==> config.mk <==
export PLATFORM = sky130hd
export DESIGN_NAME = cntr_ctrl
export DESIGN_NICKNAME = d
export VERILOG_FILES = /design/src/rtl/cntr_ctrl.sv
export SDC_FILE = /design/constraint.sdc
export NUM_CORES = 1
export LEC_CHECK = 0
export CORE_MARGIN = 3
export CORE_UTILIZATION = 25
export DETAILED_ROUTE_END_ITERATION = 6
export SYNTH_ARGS = -nofsm -noshare
export SYNTH_HDL_FRONTEND = slang
export SYNTH_SLANG_ARGS = --single-unit
==> constraint.sdc <==
create_clock -name CLK -period 1.2 [get_ports CLK]
set_input_delay 0.3 -clock CLK [delete_from_list [all_inputs] [get_ports CLK]]
set_output_delay 0.3 -clock CLK [all_outputs]
set_load 0.05 [all_outputs]
==> src/rtl/cntr_ctrl.sv <==
// Command-driven up-counter with a prescaled tick, terminal-count detection and PAUSE/DONE states.
// Build option: define CNTR_CTRL_AUTORELOAD_EN to wrap to zero at the terminal count instead of stopping.
module cntr_ctrl #(
    parameter int unsigned TICK_DIV = 200000000,
    parameter int unsigned CNT_W    = 4
) (
    input  logic             CLK,
    input  logic             FPGA_CPU_RESET_N,
    input  logic             cmd_valid,
    output logic             cmd_ready,
    input  logic [1:0]       cmd_op,
    input  logic [CNT_W-1:0] cmd_data,
    input  logic [CNT_W-1:0] cfg_limit,
    output logic [CNT_W-1:0] counter_up,
    output logic             tick,
    output logic             wrap,
    output logic [1:0]       state
);

    localparam int unsigned PrescW   = (TICK_DIV > 1) ? $clog2(TICK_DIV) : 1;
    localparam logic [PrescW-1:0] PrescMax = PrescW'(TICK_DIV - 1);

    typedef enum logic [1:0] {
        StIdle  = 2'b00,
        StRun   = 2'b01,
        StPause = 2'b10,
        StDone  = 2'b11
    } state_e;

    typedef enum logic [1:0] {
        OpStart = 2'b00,
        OpStop  = 2'b01,
        OpClear = 2'b10,
        OpLoad  = 2'b11
    } op_e;

    logic [1:0]        r_rst_sync;
    logic              w_rst_n;

    state_e            r_state;
    state_e            w_state_d;
    logic [CNT_W-1:0]  r_cnt;
    logic [CNT_W-1:0]  w_cnt_d;
    logic [PrescW-1:0] r_presc;
    logic [PrescW-1:0] w_presc_d;
    logic              r_tick;
    logic              w_tick_d;
    logic              r_wrap;
    logic              w_wrap_d;
    logic              r_ready;
    logic              w_ready_d;

    logic              w_accept;
    logic              w_evt;
    op_e               w_op;

    // Reset asserts asynchronously but releases only after two clean clock edges.
    always_ff @(posedge CLK or negedge FPGA_CPU_RESET_N) begin
        if (!FPGA_CPU_RESET_N) begin
            r_rst_sync <= 2'b00;
        end else begin
            r_rst_sync <= {r_rst_sync[0], 1'b1};
        end
    end

    assign w_rst_n  = r_rst_sync[1];
    assign w_accept = cmd_valid && r_ready;
    assign w_op     = op_e'(cmd_op);
    assign w_evt    = (r_state == StRun) && (r_presc == PrescMax);

    always_comb begin
        w_state_d = r_state;
        w_cnt_d   = r_cnt;
        w_presc_d = r_presc;
        w_tick_d  = 1'b0;
        w_wrap_d  = 1'b0;
        w_ready_d = !w_accept;

        case (r_state)
            StIdle: begin
                w_presc_d = '0;
                if (w_accept) begin
                    case (w_op)
                        OpStart: w_state_d = StRun;
                        OpLoad:  w_cnt_d   = cmd_data;
                        OpClear: w_cnt_d   = '0;
                        default: ;
                    endcase
                end
            end

            StRun: begin
                // STOP/CLEAR/LOAD win over a coincident tick; START falls through to it.
                if (w_accept && (w_op == OpStop)) begin
                    w_state_d = StPause;
                end else if (w_accept && (w_op == OpClear)) begin
                    w_state_d = StIdle;
                    w_cnt_d   = '0;
                    w_presc_d = '0;
                end else if (w_accept && (w_op == OpLoad)) begin
                    w_cnt_d   = cmd_data;
                    w_presc_d = '0;
                end else if (w_evt) begin
                    w_tick_d  = 1'b1;
                    w_presc_d = '0;
                    if (r_cnt == cfg_limit) begin
                        w_wrap_d = 1'b1;
`ifdef CNTR_CTRL_AUTORELOAD_EN
                        w_cnt_d  = '0;
`else
                        w_state_d = StDone;
`endif
                    end else begin
                        w_cnt_d = r_cnt + CNT_W'(1);
                    end
                end else begin
                    w_presc_d = r_presc + PrescW'(1);
                end
            end

            StPause: begin
                if (w_accept) begin
                    case (w_op)
                        OpStart: w_state_d = StRun;
                        OpClear: begin
                            w_state_d = StIdle;
                            w_cnt_d   = '0;
                            w_presc_d = '0;
                        end
                        OpLoad:  w_cnt_d = cmd_data;
                        default: ;
                    endcase
                end
            end

            StDone: begin
                w_presc_d = '0;
                if (w_accept) begin
                    case (w_op)
                        OpStart: begin
                            w_state_d = StRun;
                            w_cnt_d   = '0;
                        end
                        OpClear: begin
                            w_state_d = StIdle;
                            w_cnt_d   = '0;
                        end
                        OpLoad: begin
                            w_state_d = StIdle;
                            w_cnt_d   = cmd_data;
                        end
                        default: ;
                    endcase
                end
            end

            default: begin
                w_state_d = StIdle;
                w_cnt_d   = '0;
                w_presc_d = '0;
            end
        endcase
    end

    always_ff @(posedge CLK or negedge w_rst_n) begin
        if (!w_rst_n) begin
            r_state <= StIdle;
            r_cnt   <= '0;
            r_presc <= '0;
            r_tick  <= 1'b0;
            r_wrap  <= 1'b0;
            r_ready <= 1'b0;
        end else begin
            r_state <= w_state_d;
            r_cnt   <= w_cnt_d;
            r_presc <= w_presc_d;
            r_tick  <= w_tick_d;
            r_wrap  <= w_wrap_d;
            r_ready <= w_ready_d;
        end
    end

    assign cmd_ready  = r_ready;
    assign counter_up = r_cnt;
    assign tick       = r_tick;
    assign wrap       = r_wrap;
    assign state      = r_state;

endmodule
# Word level (Yosys, flattened, before mapping)
# Cells that the tools add are included.
# W data, S select, Z words.
[op_classes]
shift = 0
magnitude_cmp = 0
n_reduce_logical = 15
n_bitwise = 0
add_sub_neg = 2
n_mul = 0
eq_ne = 24
n_div = 0
muxes = 40
[op_table]
columns = ["operator", "count"]
rows = [
  ["$mux W28", 6],
  ["$pmux W28 S3", 1],
  ["$add A28 B1 Y28 const B", 1],
  ["$eq A28 B28 Y1 const B", 1],
  ["$mux W4", 7],
  ["$mux W2", 9],
  ["$pmux W4 S2", 2],
  ["$ne A2 B2 Y1 const B", 6],
  ["$pmux W4 S3", 1],
  ["$mux W1", 11],
  ["$ne A3 B3 Y1 const B", 3],
  ["$reduce_and A9 Y1", 1],
  ["$eq A2 B2 Y1 const B", 4],
  ["$ne A4 B2 Y1 const B", 2],
  ["$ne A4 B4 Y1 const B", 2],
  ["$pmux W2 S2", 2],
  ["$pmux W2 S4", 1],
  ["$reduce_or A2 Y1", 4],
  ["$reduce_and A7 Y1", 1],
  ["$logic_and A1 B1 Y1", 5],
  ["$add A4 B1 Y4 const B", 1],
  ["$eq A2 B1 Y1 const B", 2],
  ["$eq A4 B4 Y1", 1],
  ["$logic_not A2 Y1", 2],
  ["other kinds (5)", 5],
]
[word_totals]
romBits = 0
out_inout_bits = 9
ram_bits = 0
n_memories = 0
reg_bits = 39
word_cells = 88
input_bits = 13
latchBits = 0

# Depth between registers and ports, before layout
[logic_depth]
word_depth = 7
depth_mapped = 8
mapped_depth_nobuf = 6

# Least setup slack after synthesis
# No wires, ideal clock.
[synth_path]
path_type = "reg-to-reg"
startpoint = "register r_state[0], in the netlist state[0]"
endpoint = "register r_presc[13]"
period_less_slack_ps = 2038
t_arrival_ps = 1920
required_ps = 1081
path_stages_with_launch = 9
path_slack_ps = -838
n_path_buf = 3
setup_ps = 119
path_cell_list = "dfrtp_1 -> buf_4 -> nand2b_1 -> o32ai_4 -> or2_1 -> buf_4 -> a21oi_4 -> buf_6 -> nor2_1"
[synth_between]
elab_chain_len = 7
elab_cells_between_ends = 15
classes_between = "6 x eq/ne; 5 x mux; 4 x reduce/logical"
[synth_lines]
columns = ["element", "line_no", "text"]
rows = [
  ["from (decl)", "40", "state_e r_state;"],
  ["from (signal assigned)", "167", "r_state <= StIdle;"],
  ["from (signal assigned)", "174", "r_state <= w_state_d;"],
  ["$eq A2 B1 Y1", "69, 79", ""],
  ["$logic_and A1 B1 Y1", "69", "assign w_evt = (r_state == StRun) && (r_presc == PrescMax);"],
  ["$mux W28", "103", "end else if (w_evt) begin"],
  ["$mux W28", "100", "end else if (w_accept && (w_op == OpLoad)) begin"],
  ["$mux W28", "96", "end else if (w_accept && (w_op == OpClear)) begin"],
  ["$mux W28", "94", "if (w_accept && (w_op == OpStop)) begin"],
  ["$pmux W28 S3", "79", "case (r_state)"],
  ["to (signal assigned)", "176", "r_presc <= w_presc_d;"],
  ["to (decl)", "44", "logic [PrescW-1:0] r_presc;"],
]
# Parallel ways exist; a longest one is shown, timed or not. The select of a mux whose other input is x is not followed.
# A chain may end at the register's enable or synchronous reset.

# Worst setup path after layout
[layout_path]
startpoint = "register r_presc[0]"
endpoint = "register r_cnt[1], in the netlist counter_up[1]"
[layout_between]
elab_chain_len = 4
[layout_lines]
columns = ["element", "line_no", "text"]
rows = [
  ["$eq A28 B28 Y1", "69", ""],
  ["$logic_and A1 B1 Y1", "69", ""],
  ["$ne A4 B2 Y1 (no source line)", "--", ""],
  ["$reduce_and A7 Y1 (no source line)", "--", ""],
  ["to (signal assigned)", "175", "r_cnt <= w_cnt_d;"],
  ["to (decl)", "42", "logic [CNT_W-1:0] r_cnt;"],
]
# No other way between the ends.

==> flow_summary.toml <==
[logic_synthesis]
syn_area_per_cell_sq_um = 9.50
ys_warn_count = 0
ys_ff_latch = 39
synthArstFlopShare = 1.00
ys.flop_type = "dfrtp_1"
ys_types = 58
synth_cells = 254
syn_area_sq_um = 2410
yosysSeqAreaShare = 0.404
synth_nets = 269
synth_edf_count = 0

[sta]
timing.hold.ws_ns = 0.152
finalWorstSetupSlack_ns = -0.735
setup_violations = 42
drv_slew = 0
hold_violations = 0
period_needed_ns = 1.94
fmax_mhz = 517
fin_worst_skew_ns = 0.00903
finalCritPeriodShare = 1.61
rsz0062_at_grt = "yes"

[power_and_ir_drop]
switching_share = 0.359
p_clk_frac = 0.231
p_int_mw = 3.68
seqPwrFrac = 0.273
combPwrFrac = 0.496
leakage_nw = 1.71
switchingPower_mw = 2.06
vdd_drop_max_v = 0.000604
power-per-cell-area_nw_per_um2 = 1360

[drt]
drc = 0
drt_iter0_drc = 195
vias = 2409
vias_per_cell = 4.90
drt_pass1_iterations = 5
routed_wl_mm = 7.66
wl_per_cell_microns = 15.6
ant_nets = 0

[floorplanning]
io_pins = 22
core_sq_um = 9330
die_w_microns = 104
placementRows = 35
die_h_microns = 104
die-area_sq_um = 10900
start_util = 0.259

[setup_path]
cp-start-kind = "register"
worstPathRequired_ns = 1.38
cp.arrival_ns = 2.11
crit_fanout = 2
reg2reg_slack_ns = -0.74
reg2reg_depth = 7
cp-end-kind = "register"
rr_endpoint = "counter_up[1]$_DFFE_PN0P_"
path_class = "register to register"
r2r_start = "r_presc[0]$_DFFE_PN0P_"

[finish]
fill_cells = 837
final_nets = 377
drive_above_1_share = 0.515
syn_to_final_growth_pct = 74.9
stdcell_count = 492
antenna_cells = 0

[global_route]
antenna_found_initial = 0
grt-ovfl-total = 0
grt_pass1_wl_mm = 11.7
grtUsageTotal = 0.130
grt_max_degree = 38
grt_pass1_vias = 2343

[clock_tree]
cts_tree = "yes"
root_buffer = "clkbuf_8"
cts_htree_levels = 2
hold_buffers = 0
cts_buffers = 5
clock_path_buffers = 2
clkSinkCount = 39
clk_pin_slew_ns = 0.08
clk_latency_ns = 0.30

[status]
outcome = "complete, but fails checks"
violations = "negative setup slack"

[flow_run]
cap_violations = 0

[placed_design]
dp.cells = 471
numPortBuffers = 21
place_hpwl_mm = 4.99
gp_congestion = 0.863

[worst_hold_path]
hold_class = "primary input to async pin"
==> sequential cells by signal, summed over array words and instances, names as in the netlist <==
register and count:
cmd_ready 1, counter_up 4, r_presc 28, wrap 1
state 2, r_rst_sync 2, tick 1
==> worst max-delay path: stages (launching register included) <==
cell and delay, ns:
dfrtp_1 0.41, ha_4 0.18, and4_4 0.22, nand4_1 0.12, buf_4 0.17, a2111oi_4 0.32, nor2_2 0.09, mux2_4 0.30
==> timing repair <==
action,CTS,global route
gates cloned,0,2
pin swaps,6,27
buffers inserted,5,8
setup endpoints to repair,42,43
gates resized for setup,18,70
==> routing by layer <==
metal | vias to the layer above | track usage | part of all wire
li1 | 1152 | - | -
met1 | 1173 | 0.172 | 0.43
met2 | 72 | 0.220 | 0.51
met3 | 12 | 0.0261 | 0.046
met4 | 0 | 0.0323 | 0.014
met5 | - | 0 | 0
==> how the worst max path moves through the flow <==
stage                                 start  slack, ns                        end  depth (start not counted)
floorplan               cmd_ready$_DFF_PN0_      -0.59    r_presc[13]$_DFFE_PN0P_                          7
global placement                  cmd_valid      -0.80    r_presc[14]$_DFFE_PN0P_                          7
detailed placement                cmd_valid      -0.89  counter_up[3]$_DFFE_PN0P_                          7
CTS                 r_presc[13]$_DFFE_PN0P_      -0.70  counter_up[3]$_DFFE_PN0P_                          7
global route         r_presc[0]$_DFFE_PN0P_      -0.78  counter_up[1]$_DFFE_PN0P_                          7
finish               r_presc[0]$_DFFE_PN0P_      -0.74  counter_up[1]$_DFFE_PN0P_                          7
==> cell usage after synthesis (all sizes together) (4+ instances only) <==
cell type   n  share of area
nor4b       6          0.027
nand4      11          0.031
a31oi      12          0.031
and4        7          0.026
xor2        4          0.015
xnor2      18          0.065
nand2      21          0.033
a21oi       5          0.015
o21ai       9          0.019
nand3      11          0.023
and3        4          0.010
and2        6          0.017
dfrtp      39           0.40
buf        12          0.041
nor4       11          0.031
inv         7          0.011
nand3b      5          0.016
nor2       24          0.038
nor3        9          0.019
==> power by group through the flow <==
stage          Clock, mW  Sequential, mW  Combinational [mW]
6_report            1.33            1.56                2.84
3_5_place_dp           0            1.57                2.30
3_3_place_gp           0            1.57                2.26
4_1_cts             1.35            1.55                2.41
2_1_floorplan          0            1.84               0.932
5_1_grt             1.42            1.58                3.02
==> metrics by stage <==
| stage | setup TNS, ns | util | instance area (sq um) | total power, mW | worst slack [ns] |
|---|---|---|---|---|---|
| after global placement | -26.03 | 0.376 | 3500 | 3.82 | -0.801 |
| after global routing | -22.67 | 0.453 | 4220 | 6.01 | -0.783 |
| after CTS | -23.05 | 0.401 | 3740 | 5.31 | -0.700 |
| final | -20.83 | 0.453 | 4220 | 5.73 | -0.735 |
| after detailed placement | -27.41 | 0.376 | 3500 | 3.87 | -0.894 |
| after floorplan | -18.20 | - | 2490 | 2.77 | -0.592 |
==> logic make-up (layout without fill, tap and decap cells) <==
| kind of cell | count (synthesis) | count (layout) | share of synthesized area |
|---|---|---|---|
| other | 1 | 1 | 0.00155 |
| multiplexers | 1 | 1 | 0.00467 |
| XOR/XNOR | 22 | 22 | 0.0798 |
| buffers and inverters | 21 | 130 | 0.0549 |
| AO/OA/AOI/OAI | 45 | 45 | 0.148 |
| adder cells (fa/ha/maj) | 2 | 2 | 0.0104 |
| flip-flops | 39 | 39 | 0.404 |
| AND/OR/NAND/NOR | 123 | 123 | 0.296 |
==> layout make-up <==
| type | instances | area [sq um] | area share |
|---|---|---|---|
| Clock buffer | 6 | 72.6 | 0.0172 |
| Tap cell | 129 | 161 | 0.0382 |
| Sequential cell | 39 | 987 | 0.234 |
| Multi-Input combinational cell | 194 | 1710 | 0.405 |
| Inverter | 7 | 28.8 | 0.00682 |
| Timing Repair Buffer | 115 | 1200 | 0.285 |
| Clock inverter | 2 | 60.1 | 0.0142 |
==> placed cells by master (no fill, tap or decap), drive strengths merged, types with 2 or more instances in the layout <==
cell type,instances
a21oi,5
a31oi,12
and2,6
and3,4
and3b,2
and4,7
buf,101
bufinv,2
clkbuf,8
clkdlybuf4s50,10
dfrtp,39
dlymetal6s2s,2
ha,2
inv,7
nand2,21
nand3,11
nand3b,5
nand4,11
nor2,24
nor2b,2
nor3,9
nor4,11
nor4b,6
o211ai,2
o21ai,9
o21bai,2
o22ai,2
or2,2
xnor2,18
xor2,4
Note: power is estimated with default switching activity, not from simulation.
